<file path="src/rtl/booth_mult16_seq.sv">
// Sequential radix-2 Booth signed multiplier: one Booth step per clock,
// start/done handshake, product held until the next accepted start.
module booth_mult16_seq #(
    parameter int WIDTH = 16
) (
    input  logic                 clk,
    input  logic                 clr,
    input  logic                 start,
    input  logic [WIDTH-1:0]     multiplicand,
    input  logic [WIDTH-1:0]     multiplier,
    output logic                 busy,
    output logic                 result_rdy,
    output logic [2*WIDTH-1:0]   product
);
    localparam int CW = $clog2(WIDTH + 1);

    typedef enum logic [1:0] {
        S_IDLE = 2'd0,
        S_RUN  = 2'd1,
        S_DONE = 2'd2
    } state_t;

    state_t               state_q, state_d;
    logic [WIDTH:0]       a_q, a_d;
    logic [WIDTH-1:0]     q_q, q_d;
    logic                 qm1_q, qm1_d;
    logic [WIDTH:0]       m_q, m_d;
    logic [CW-1:0]        cnt_q, cnt_d;
    logic [2*WIDTH-1:0]   prod_q, prod_d;
    logic [WIDTH:0]       a_sum;

    always_ff @(posedge clk) begin
        if (clr) begin
            state_q <= S_IDLE;
            a_q     <= '0;
            q_q     <= '0;
            qm1_q   <= 1'b0;
            m_q     <= '0;
            cnt_q   <= '0;
            prod_q  <= '0;
        end else begin
            state_q <= state_d;
            a_q     <= a_d;
            q_q     <= q_d;
            qm1_q   <= qm1_d;
            m_q     <= m_d;
            cnt_q   <= cnt_d;
            prod_q  <= prod_d;
        end
    end

    always_comb begin
        state_d = state_q;
        a_d     = a_q;
        q_d     = q_q;
        qm1_d   = qm1_q;
        m_d     = m_q;
        cnt_d   = cnt_q;
        prod_d  = prod_q;
        a_sum   = a_q;

        unique case (state_q)
            S_IDLE: begin
                if (start) begin
                    a_d     = '0;
                    q_d     = multiplier;
                    qm1_d   = 1'b0;
                    m_d     = {multiplicand[WIDTH-1], multiplicand};
                    cnt_d   = '0;
                    state_d = S_RUN;
                end
            end
            S_RUN: begin
                unique case ({q_q[0], qm1_q})
                    2'b01:   a_sum = a_q + m_q;
                    2'b10:   a_sum = a_q - m_q;
                    default: a_sum = a_q;
                endcase
                // Arithmetic shift of {A,Q,q_m1}; A is one bit wider so -M never overflows
                a_d   = {a_sum[WIDTH], a_sum[WIDTH:1]};
                q_d   = {a_sum[0], q_q[WIDTH-1:1]};
                qm1_d = q_q[0];
                cnt_d = cnt_q + 1'b1;
                if (cnt_q == CW'(WIDTH - 1)) begin
                    prod_d  = {a_d[WIDTH-1:0], q_d};
                    state_d = S_DONE;
                end
            end
            S_DONE: state_d = S_IDLE;
            default: state_d = S_IDLE;
        endcase
    end

    assign busy       = (state_q != S_IDLE);
    assign result_rdy = (state_q == S_DONE);
    assign product    = prod_q;

endmodule

</file>
<file path="config.mk">
export PLATFORM = sky130hd
export DESIGN_NAME = booth_mult16_seq
export DESIGN_NICKNAME = d
export VERILOG_FILES = /design/src/rtl/booth_mult16_seq.sv
export SDC_FILE = /design/constraint.sdc
export NUM_CORES = 1
export LEC_CHECK = 0
export ABC_AREA = 1
export BUFFER_PORTS_ARGS = -buffer_cell sky130_fd_sc_hd__buf_2
export CAP_MARGIN = 10
export CORE_ASPECT_RATIO = 1.1
export CORE_MARGIN = 4
export CORE_UTILIZATION = 60
export DETAILED_ROUTE_END_ITERATION = 10
export PLACE_DENSITY = 0.87
export SYNTH_ARGS = -nofsm -noshare
export SYNTH_HDL_FRONTEND = slang
export SYNTH_SLANG_ARGS = --single-unit
</file>
<file path="constraint.sdc">
create_clock -name clk -period 6.95 [get_ports clk]
set_clock_uncertainty 0.1 [all_clocks]
set_input_delay 0.3475 -clock clk [delete_from_list [all_inputs] [get_ports clk]]
set_output_delay 0.3475 -clock clk [all_outputs]
set_load 0.01 [all_outputs]
</file>
---- Word level (Yosys, flattened, before mapping) ----
Cells that the tools add are included.
word-level totals
  logic and storage cells ................. 36
  register bits ........................... 89
  output and inout bits ................... 34
  input bits .............................. 35
operators by class
  reduce and logical (&&, ||, !) cells .... 7
  eq/ne operators ......................... 7
  multiplexer cells ....................... 12
  add/subtract/negate cells ............... 3
operators by type and width
  cell                 count
  $pmux 17 s2          2
  $pmux 16 s2          1
  $add 17x17->17       1
  $mux 17              1
  $sub 17x17->17       1
  $mux 16              1
  $pmux 5 s2           1
  $reduce_and 2->1     4
  $add 5x1->5 const B  1
  $eq 5x4->1 const B   1
  $mux 5               1
  $eq 2x1->1 const B   2
  $eq 2x2->1 const B   2
  $mux 2               2
  $ne 2x2->1 const B   2
  $pmux 2 s2           1
  $reduce_bool 2->1    2
  $logic_not 2->1      1
  $pmux 1 s2           1
  $mux 1               1

---- Longest topological paths before layout ----
Gate-level depths: netlist of run 1.
  word-level depth ........................ 3
  depth in mapped cells ................... 23
  gate-level depth less buffers ........... 23

---- Least setup slack after synthesis of run 1 ----
Ideal clock, no wire load.
  kind .................................... register -> register
  from .................................... register qm1_q
  to ...................................... register a_q[9]
  required time ........................... 6.718 ns
  slack ................................... 4.339 ns
  library setup time ...................... 0.132 ns
  data arrival time ....................... 2.378 ns
  cell stages (with the launch flop) ...... 18
  buffers on the path ..................... 1
  period minus slack after synthesis ...... 2.611 ns
  path through ............................ dfxtp_1 inv_1 ha_1 clkbuf_1 or2_2 xor2_1 inv_1 ha_1 nand2_1 nor2_1 nand3_1 nand2_2 a21oi_1 or2_1 nand3_1 nand2_1 nand2_1 a21oi_1
between the ends
  cells in the longest elaborated chain, start to end .. 3
  elaborated cells on any way between the ends .. 4
  those cells by class .................... eq/ne: 2; mux: 2
ends and longest elaborated chain
  item                                      line  text
  from (decl)                               26    logic qm1_q, qm1_d;
  from (signal assigned)                    45    qm1_q <= qm1_d;
  $eq 2x2->1 or $eq 2x1->1 (tied branches)  74    unique case ({q_q[0], qm1_q})
  $pmux 17 s2 (*)                           74
  $pmux 17 s2 (*)                           62    unique case (state_q)
  to (signal assigned)                      35    a_q <= '0;
  to (signal assigned)                      43    a_q <= a_d;
  to (decl)                                 24    logic [WIDTH:0] a_q, a_d;
Every way passes the cells marked *; elsewhere a longest branch is shown, timed or not.
A chain may end at the register's enable or synchronous reset.

---- Worst setup path after layout of run 1 ----
  from .................................... register q_q[0]
  to ...................................... register prod_q[31] (netlist: product[31])
between the ends
  cells in the longest elaborated chain, start to end .. 2
  elaborated cells on any way between the ends .. 3
  those cells by class .................... eq/ne: 2; mux: 1
ends and longest elaborated chain
  item                                      line  text
  from (decl)                               25    logic [WIDTH-1:0] q_q, q_d;
  from (signal assigned)                    44    q_q <= q_d;
  $eq 2x2->1 or $eq 2x1->1 (tied branches)  74
  $pmux 17 s2 (*)                           74
  to (signal assigned)                      48    prod_q <= prod_d;
  to (decl)                                 29    logic [2*WIDTH-1:0] prod_q, prod_d;
Marks and branches as above.

==> results of run 1 <==
-- registers in the layout, summed over array words and instances, names as in the netlist --
name	flops
a_q	16
cnt_q	5
m_q	16
product	32
q_q	16
qm1_q	1
state_q	2
-- per-stage QoR --
stage / hold WS (ps) / util, % / total power [mW]
after global placement: 348.7 / 65.53 / 0.8618
after detailed placement: 352.2 / 65.53 / 0.8745
after CTS: 111.4 / 68.11 / 1.238
after global routing: 136.2 / 68.11 / 1.303
after floorplan: 316.6 / - / 0.8028
final: 120.6 / 68.11 / 1.243
-- worst paths after layout --
kind,end,start
max,product[31],q_q[0]
max reg2reg,product[31],q_q[0]
min reg2reg,product[21],product[21]
min,m_q[7],multiplicand[7]
-- worst min-delay path, cell delays in order --
cell	delay (ps)
buf_2	70
o21ai_0	70
nor2_1	80
-- cell usage after synthesis (all sizes together), types with 2 or more instances --
cell,count
a31oi,21
inv,89
a21oi,50
nand4,2
clkbuf,19
buf,10
o21ai,71
dfxtp,88
nor2,47
xor2,9
nor3,5
or2,8
o21bai,5
xnor2,5
a2bb2oi,2
o22ai,2
nand2,180
nand3,53
nand3b,2
ha,20
-- kinds of logic after synthesis --
| logic type | after synthesis |
|---|---|
| AOI/OAI and AO/OA | 156 |
| and+or+nand+nor | 299 |
| adders and majority gates | 21 |
| xor gates and xnor gates | 14 |
| DFF | 88 |
| buffers and inverters | 120 |
-- power by group --
| part | switching, mW | total (mW) | internal [mW] |
|---|---|---|---|
| clock network | 0.194 | 0.372 | 0.178 |
| registers | 0.0218 | 0.549 | 0.528 |
| logic | 0.213 | 0.321 | 0.108 |
| total | 0.429 | 1.24 | 0.814 |
-- final cells by class --
cell class / count / area share [%]
Sequential cell: 88 / 32.87
Inverter: 90 / 6.303
Multi-Input combinational cell: 490 / 47.90
Clock buffer: 10 / 2.568
Clock inverter: 5 / 1.214
Tap cell: 108 / 2.521
Timing Repair Buffer: 70 / 6.629
-- per-layer routing --
layer / wire length [um] / share of wire, %
met5: 0 / 0
met4: 317 / 2.6
met1: 5071 / 41
met3: 731 / 5.9
met2: 6264 / 51
==> impl_metrics.ini, run 1 <==
[global_route]
grt_first_pass_wirelength_um = 20030
grtUsageMet3_pct = 3.608
grt_pass1_vias = 4415
use_met2_pct = 46.42
grt_max_degree = 54
grt_util_met1_pct = 31.18
grt_busiest_layer = met2
globalRouteTotalUtil_pct = 26.12
antenna_found_initial = 0
grt-ovfl-total = 0

[finish]
num-nets-final = 805
final_common_cell = nand2_1
area_delta_synth_final_pct = 11.21
final_cell_mix = 173 x nand2_1, 88 x dfxtp_1, 85 x inv_1
multi_input_area_um2 = 2567
layout.area.seq_um2 = 1762
drive_gt1_share_pct = 15.54
stdcell_area_um2 = 5360
fillers = 683
finalNonFillerCells = 861
n_antenna_cell = 0

[setup_path]
cp_slowest_stage_delay_ps = 440
crit_arrival_ps = 3390
cp_max_fo = 13
ff2ff_setup_slack_ps = 3730
start_kind = flop
slowest_stage = ha_1
crit_chain = ha_1 -> clkinv_1 -> nand2_1 -> o21ai_0 -> xnor2_1 -> ha_1 -> nand2_1 -> inv_1 -> nand2_1 -> nand2_1 -> inv_1 -> nand2_1 -> inv_1 -> nand2_1 -> nand2_1 -> nand3_1 -> nand2_1 -> nand2_1 -> o21bai_1 -> inv_1
worstSetupEndpointType = flop
criticalPathCategory = flop to flop
path_depth = 20
ff2ff_path_depth = 20
timing.critical_path.mode_cell = nand2_1
crit_required_ps = 7120
cp_top_family = simple AND/OR/NAND/NOR gates
critPathBufInv = 5

[cts]
clk_pin_slew_ps = 100
tritoncts = built
ctsResizeCount = 0
clock_latency_ps = 370
cts_max_level = 3
post_cts_buffers = 0
clock_path_buffers = 2
cts.sinks = 88
cts-root-buf = clkbuf_8
holdBufCountCts = 0
cts_buffers = 9

[timing]
setup_viol = 0
period_share_pct = 46.31
setup_tns_ps = 0
fin_crit_ps = 3219
setup_slack_ps = 3731
finalMaxSlewViolations = 0
slew_headroom_pct = 31.30
tightest_slew_ps = 1029
rsz0062_at_grt = false
finalHoldViolations = 0
max_freq_ghz = 0.3107

[drt]
wirelength_um = 12380
post_drt_via_cell_ratio = 5.567
drc = 0
drtIter0Drc = 350
drtAntennaViolNets = 0
dr.pass1.iters = 6
vias = 4793
wl_per_cell_um = 14.38

[logic_synthesis]
synth_compound_area_share_pct = 18.07
ys_seq_area_share_pct = 36.55
netlist_top_cells_area = dfxtp_1 37%, nand2_1 13%, o21ai_0 7.3%
async_flop_share_pct = 0
synthSimpleGateAreaFrac_pct = 27.05
synthAdderAreaFrac_pct = 5.607
syn_inst = 698
yosysUniqueCellTypes = 44
yosys.area.top_type = dfxtp_1
syn_avg_cell_area_um2 = 6.905
synth_top_family_by_area = simple AND/OR/NAND/NOR gates
syn-num-nets = 754
synth_mux_area_share_pct = 0
synth_xor_area_share_pct = 2.544
synth_top_area_share_pct = 36.55
yosys_warnings = 0
synth_ff_type = dfxtp_1
synth_area_um2 = 4820
synth_edf_count = 0
synth-seq-cells = 88

[placement]
dp_hpwl_um = 8820
place_inst = 846
place_ws_ps = 3812
port_buffers = 68
place_area_um2 = 5157
gp_congestion = 0.9664

[pwr]
powerDensity_nw_per_um2 = 231.8
leakage_nw = 2.555
vdd_drop_max_mv = 0.1482

[floorplan]
die_h_um = 102
rows = 34
num_io_pins = 69
core_area_um2 = 7870
die_area_um2 = 9532
start_util_pct = 61.24
die_w_um = 93.46

[hold_path]
min_path_cells = 3
min_path_type = input port to flop

[run]
drv_cap = 0

[status]
outcome = completed
No activity file was read; power rests on OpenSTA's default activity.
==> run 2, diff against run 1 <==
--- a/config.mk
+++ b/config.mk
@@ -10,9 +10,9 @@
 export CAP_MARGIN = 10
 export CORE_ASPECT_RATIO = 1.1
 export CORE_MARGIN = 4
-export CORE_UTILIZATION = 60
+export CORE_UTILIZATION = 52
 export DETAILED_ROUTE_END_ITERATION = 10
-export PLACE_DENSITY = 0.87
+export PLACE_DENSITY = 0.8
 export SYNTH_ARGS = -nofsm -noshare
 export SYNTH_HDL_FRONTEND = slang
 export SYNTH_SLANG_ARGS = --single-unit
==> constraint.sdc (replaced) <==
create_clock -name clk -period 2.59 [get_ports clk]
set_clock_uncertainty 0.1 [all_clocks]
set_input_delay 0.1295 -clock clk [delete_from_list [all_inputs] [get_ports clk]]
set_output_delay 0.1295 -clock clk [all_outputs]
set_load 0.01 [all_outputs]
==> impl_metrics.ini, run 2 (synthesis gave the netlist of run 1 again) <==
[setup_path]
slowest_stage = dfxtp_2
start_kind = flop
crit_arrival_ps = 3120
crit_chain = inv_2 -> nand3_4 -> nor3_4 -> buf_4 -> buf_6 -> a31oi_4 -> xor2_1 -> inv_1 -> ha_4 -> nand2_4 -> nor2_4 -> nand3_2 -> nand2_4 -> buf_6 -> a21oi_4 -> or2_1 -> nand3_1 -> nand2_1 -> nand2_1 -> a21oi_2
crit_required_ps = 2740
criticalPathCategory = flop to flop
cp_top_family = simple AND/OR/NAND/NOR gates
cp_slowest_stage_delay_ps = 340
critPathBufInv = 5
cp_max_fo = 5
worstSetupEndpointType = flop

[pwr]
power_mw = 4.009
vdd_drop_max_mv = 0.3208
leakage_nw = 3.111
powerDensity_nw_per_um2 = 587.3

[drt]
dr.pass1.iters = 5
vias = 5413
wirelength_um = 16270
wl_per_cell_um = 16.84
drtIter0Drc = 424
post_drt_via_cell_ratio = 5.604
drc = 0
drtAntennaViolNets = 0

[global_route]
globalRouteTotalUtil_pct = 27.12
grt_max_degree = 56
antenna_found_initial = 0
grt_pass1_vias = 5106
grt-ovfl-total = 0
grt_first_pass_wirelength_um = 23870

[timing]
setup_viol = 24
setup_slack_ps = -377.5
tightest_slew_ps = 758.5
period_share_pct = 114.6
fin_crit_ps = 2968
max_freq_ghz = 0.3370
hold_slack_ps = 134.8
finalMaxSlewViolations = 0
slew_headroom_pct = 49.38
finalHoldViolations = 0
rsz0062_at_grt = true

[cts]
tritoncts = built
cts_max_level = 3
cts-root-buf = clkbuf_8
clk_pin_slew_ps = 100
cts_buffers = 9
clock_path_buffers = 2
cts.sinks = 88
clock_latency_ps = 380

[floorplan]
rows = 36
start_util_pct = 53.77
die_h_um = 109.0
num_io_pins = 69
core_area_um2 = 8964
die_w_um = 99.79
die_area_um2 = 10870

[placement]
place_ws_ps = -387.5
port_buffers = 68
dp_hpwl_um = 9529
gp_congestion = 0.8764

[finish]
layout.area.seq_um2 = 1769
largest_register_ffs = 32
fillers = 621
final_cell_mix = 138 x nand2_1, 82 x dfxtp_1, 69 x inv_1
area_delta_synth_final_pct = 41.64
multi_input_area_um2 = 3157
num-nets-final = 903
final_common_cell = nand2_1
drive_gt1_share_pct = 33.57
n_antenna_cell = 0

[status]
outcome = finished with violations
failed_checks = setup timing

[hold_path]
min_path_type = input port to flop

[run]
drv_cap = 0
==> run 2: changes by cell type in the layout (fill, tap and decap cells not counted), moves of 12 or more <==
cell,delta
nand2_2,+21
nand2_4,+14
nand2_1,-35
dlygate4sd3_1,+32
ha_1,-12
inv_1,-16
buf_4,+56
ha_4,+12
==> run 2: final cells by class <==
type / count / area share [%]
clock buffers: 9 / 1.815
clock inverters: 7 / 0.9348
inverters: 90 / 5.169
multi-input cells: 490 / 46.24
flip-flops and latches: 88 / 25.92
well taps: 114 / 2.089
repair buffers: 168 / 17.83
==> run 2: layer usage <==
layer  share of wire (%)  GRT usage (%)  vias to the layer above
li1                    -              -                     2572
met4                 4.3          13.27                        0
met3                 6.4          5.246                       61
met1                  40          32.14                     2531
met2                  50          46.85                      249
met5                   0              0                        -
==> run 2: stage by stage <==
step,TNS [ps],utilization (%),std cells,area (um2)
after floorplan,0,-,698,4821
after global placement,-2430,61.28,894,5493
after detailed placement,-4316,61.28,894,5493
after CTS,-3034,71.58,957,6416
after global routing,-7832,76.16,966,6827
final,-5364,76.16,966,6827
==> run 2: what timing repair did <==
item | CTS | global route
buffers inserted | 16 | 11
cloned | 0 | 0
hold buffers | 32 | 0
endpoints found under the hold margin | 32 | 0
pin swaps | 42 | 61
resized for setup | 68 | 92
endpoints found under the setup margin | 26 | 28
==> run 2: final timing paths <==
kind             from       end  slack (ps)  depth (start not counted)
max            m_q[2]    a_q[9]        -380                         20
min               clr    a_q[9]         130                          2
max reg2reg    m_q[2]    a_q[9]        -380                         20
min reg2reg  cnt_q[3]  cnt_q[3]         370                          2
==> run 2: power breakdown <==
| part | internal (mW) | total (mW) | switching [mW] |
|---|---|---|---|
| sequential | 1.42 | 1.49 | 0.0688 |
| clock | 0.367 | 0.931 | 0.564 |
| combinational | 0.693 | 1.59 | 0.898 |
==> run 3, diff against run 2 <==
--- a/config.mk
+++ b/config.mk
@@ -10,9 +10,9 @@
 export CAP_MARGIN = 10
 export CORE_ASPECT_RATIO = 1.1
 export CORE_MARGIN = 4
-export CORE_UTILIZATION = 52
+export CORE_UTILIZATION = 58
 export DETAILED_ROUTE_END_ITERATION = 10
-export PLACE_DENSITY = 0.8
+export PLACE_DENSITY = 0.85
 export SYNTH_ARGS = -nofsm -noshare
 export SYNTH_HDL_FRONTEND = slang
 export SYNTH_SLANG_ARGS = --single-unit
==> constraint.sdc (replaced) <==
create_clock -name clk -period 3 [get_ports clk]
set_clock_uncertainty 0.1 [all_clocks]
set_input_delay 0.15 -clock clk [delete_from_list [all_inputs] [get_ports clk]]
set_output_delay 0.15 -clock clk [all_outputs]
set_load 0.01 [all_outputs]
==> impl_metrics.ini, run 3 (synthesis gave the netlist of run 1 again) <==
[timing]
fin_crit_ps = 2961
setup_slack_ps = 38.69
max_freq_ghz = 0.3377
finalHoldViolations = 0
setup_viol = 0
period_share_pct = 98.71
tightest_slew_ps = 776.6
finalMaxSlewViolations = 0
rsz0062_at_grt = true
slew_headroom_pct = 48.17

[global_route]
antenna_found_initial = 1
grt-ovfl-total = 0
grt_pass1_vias = 4719
grt_max_degree = 54
globalRouteTotalUtil_pct = 26.94
grt_first_pass_wirelength_um = 21640

[drt]
vias = 5111
post_drt_via_cell_ratio = 5.616
drtIter0Drc = 298
wl_per_cell_um = 15.20
drtAntennaViolNets = 0
dr.pass1.iters = 6
drc = 0
wirelength_um = 13830

[hold_path]
min_path_cells = 2
hold_path_end = a_q[1]
min_path_type = input port to flop
min_from = clr

[setup_path]
critPathBufInv = 4
slowest_stage = ha_1
reg2reg_to = product[31]
cp_max_fo = 5
start_kind = flop
crit_required_ps = 3160
crit_chain = inv_2 -> ha_2 -> nand2_2 -> nor2_4 -> nor2_1 -> xor2_1 -> inv_1 -> ha_1 -> nand2_1 -> inv_2 -> nand2_4 -> nor3_4 -> a21oi_1 -> nand2_1 -> nand3_2 -> nand2_1 -> nand2_1 -> o21bai_1 -> inv_1
r2r-start = m_q[1]
ff2ff_path_depth = 19
crit_arrival_ps = 3130
cp_slowest_stage_delay_ps = 370
ff2ff_setup_slack_ps = 40
criticalPathCategory = flop to flop
cp_top_family = simple AND/OR/NAND/NOR gates
timing.critical_path.mode_cell = nand2_1
worstSetupEndpointType = flop

[floorplan]
rows = 34
core_area_um2 = 7998
start_util_pct = 60.26
die_area_um2 = 9834
num_io_pins = 69
die_h_um = 103.6
die_w_um = 94.92

[placement]
dp_hpwl_um = 8766
gp_congestion = 0.9780
place_inst = 850
place_ws_ps = 9.113
place_area_um2 = 5187
port_buffers = 68

[finish]
drive_gt1_share_pct = 21.72
final_cell_mix = 161 x nand2_1, 85 x dfxtp_1, 79 x inv_1
final_common_cell = nand2_1
largest_register_ffs = 32
finish.utilization_pct = 74.42
stdcell_area_um2 = 5952
area_delta_synth_final_pct = 23.49
num-nets-final = 852
finalNonFillerCells = 910

[pwr]
vdd_drop_max_mv = 0.3702
powerDensity_nw_per_um2 = 500.0
leakage_nw = 2.770

[cts]
cts_buffers = 9
clock_latency_ps = 370
clk_pin_slew_ps = 110
cts_max_level = 3
clock_path_buffers = 2
cts-root-buf = clkbuf_8
cts.sinks = 88
tritoncts = built

[run]
drv_cap = 0

[status]
outcome = completed
## run 3: metal layers
metal	vias up	track usage, %	routed length (um)
met5	-	0	0
met4	0	15.05	594
met3	48	4.423	790
met2	207	45.24	7029
met1	2378	31.96	5419
li1	2478	-	-
## run 3: where the power goes
part / internal [mW] / total (mW) / switching [mW]
clock: 0.319 / 0.794 / 0.475
combinational: 0.346 / 0.904 / 0.558
sequential: 1.22 / 1.28 / 0.0550
total: 1.89 / 2.98 / 1.09
## run 3: cell type report
cell class              instances  area (um2)
clock inverters                 7       61.31
inverters                      90       344.1
repair buffers                117       788.3
well taps                     108       135.1
flip-flops and latches         88        1765
diodes                          1       2.502
clock buffers                   9       123.9
multi-input cells             490        2731
fillers                       598        2046
## run 3: how the worst max path moves through the flow
stage / slack (ps) / to / startpoint / cells past startpoint
floorplan: 390 / a_q[9] / qm1_q / 17
global placement: 30 / product[31] / m_q[2] / 21
detailed placement: 9 / product[28] / q_q[0] / 16
CTS: 0.2 / product[28] / qm1_q / 17
global route: -200 / product[31] / m_q[1] / 19
finish: 40 / product[31] / m_q[1] / 19
## run 3: repair_timing
action                                 CTS  global route
gates resized for setup                  2            48
setup buffers                            0            11
endpoints found under the hold margin   32             0
pin swaps                                0            33
setup endpoints to repair                1            19
hold buffers                            32             0
## run 3: worst register-to-register path, cell delays in order, from the launching register on
cell and delay, ps:
dfxtp_2 340, inv_2 90, ha_2 210, nand2_2 110, nor2_4 180, nor2_1 80, xor2_1 140, inv_1 100
ha_1 380, nand2_1 110, inv_2 110, nand2_4 70, nor3_4 220, a21oi_1 90, nand2_1 100, nand3_2 80
nand2_1 90, nand2_1 60, o21bai_1 150, inv_1 50
## run 3: through the flow
stage	setup TNS, ps	hold WS, ps	total power [mW]
after detailed placement	0	308.1	2.026
final	0	150.9	2.976
after global routing	-1055	171.0	3.115
after floorplan	0	119.1	1.860
after CTS	0	134.2	2.843
after global placement	0	298.6	2.011
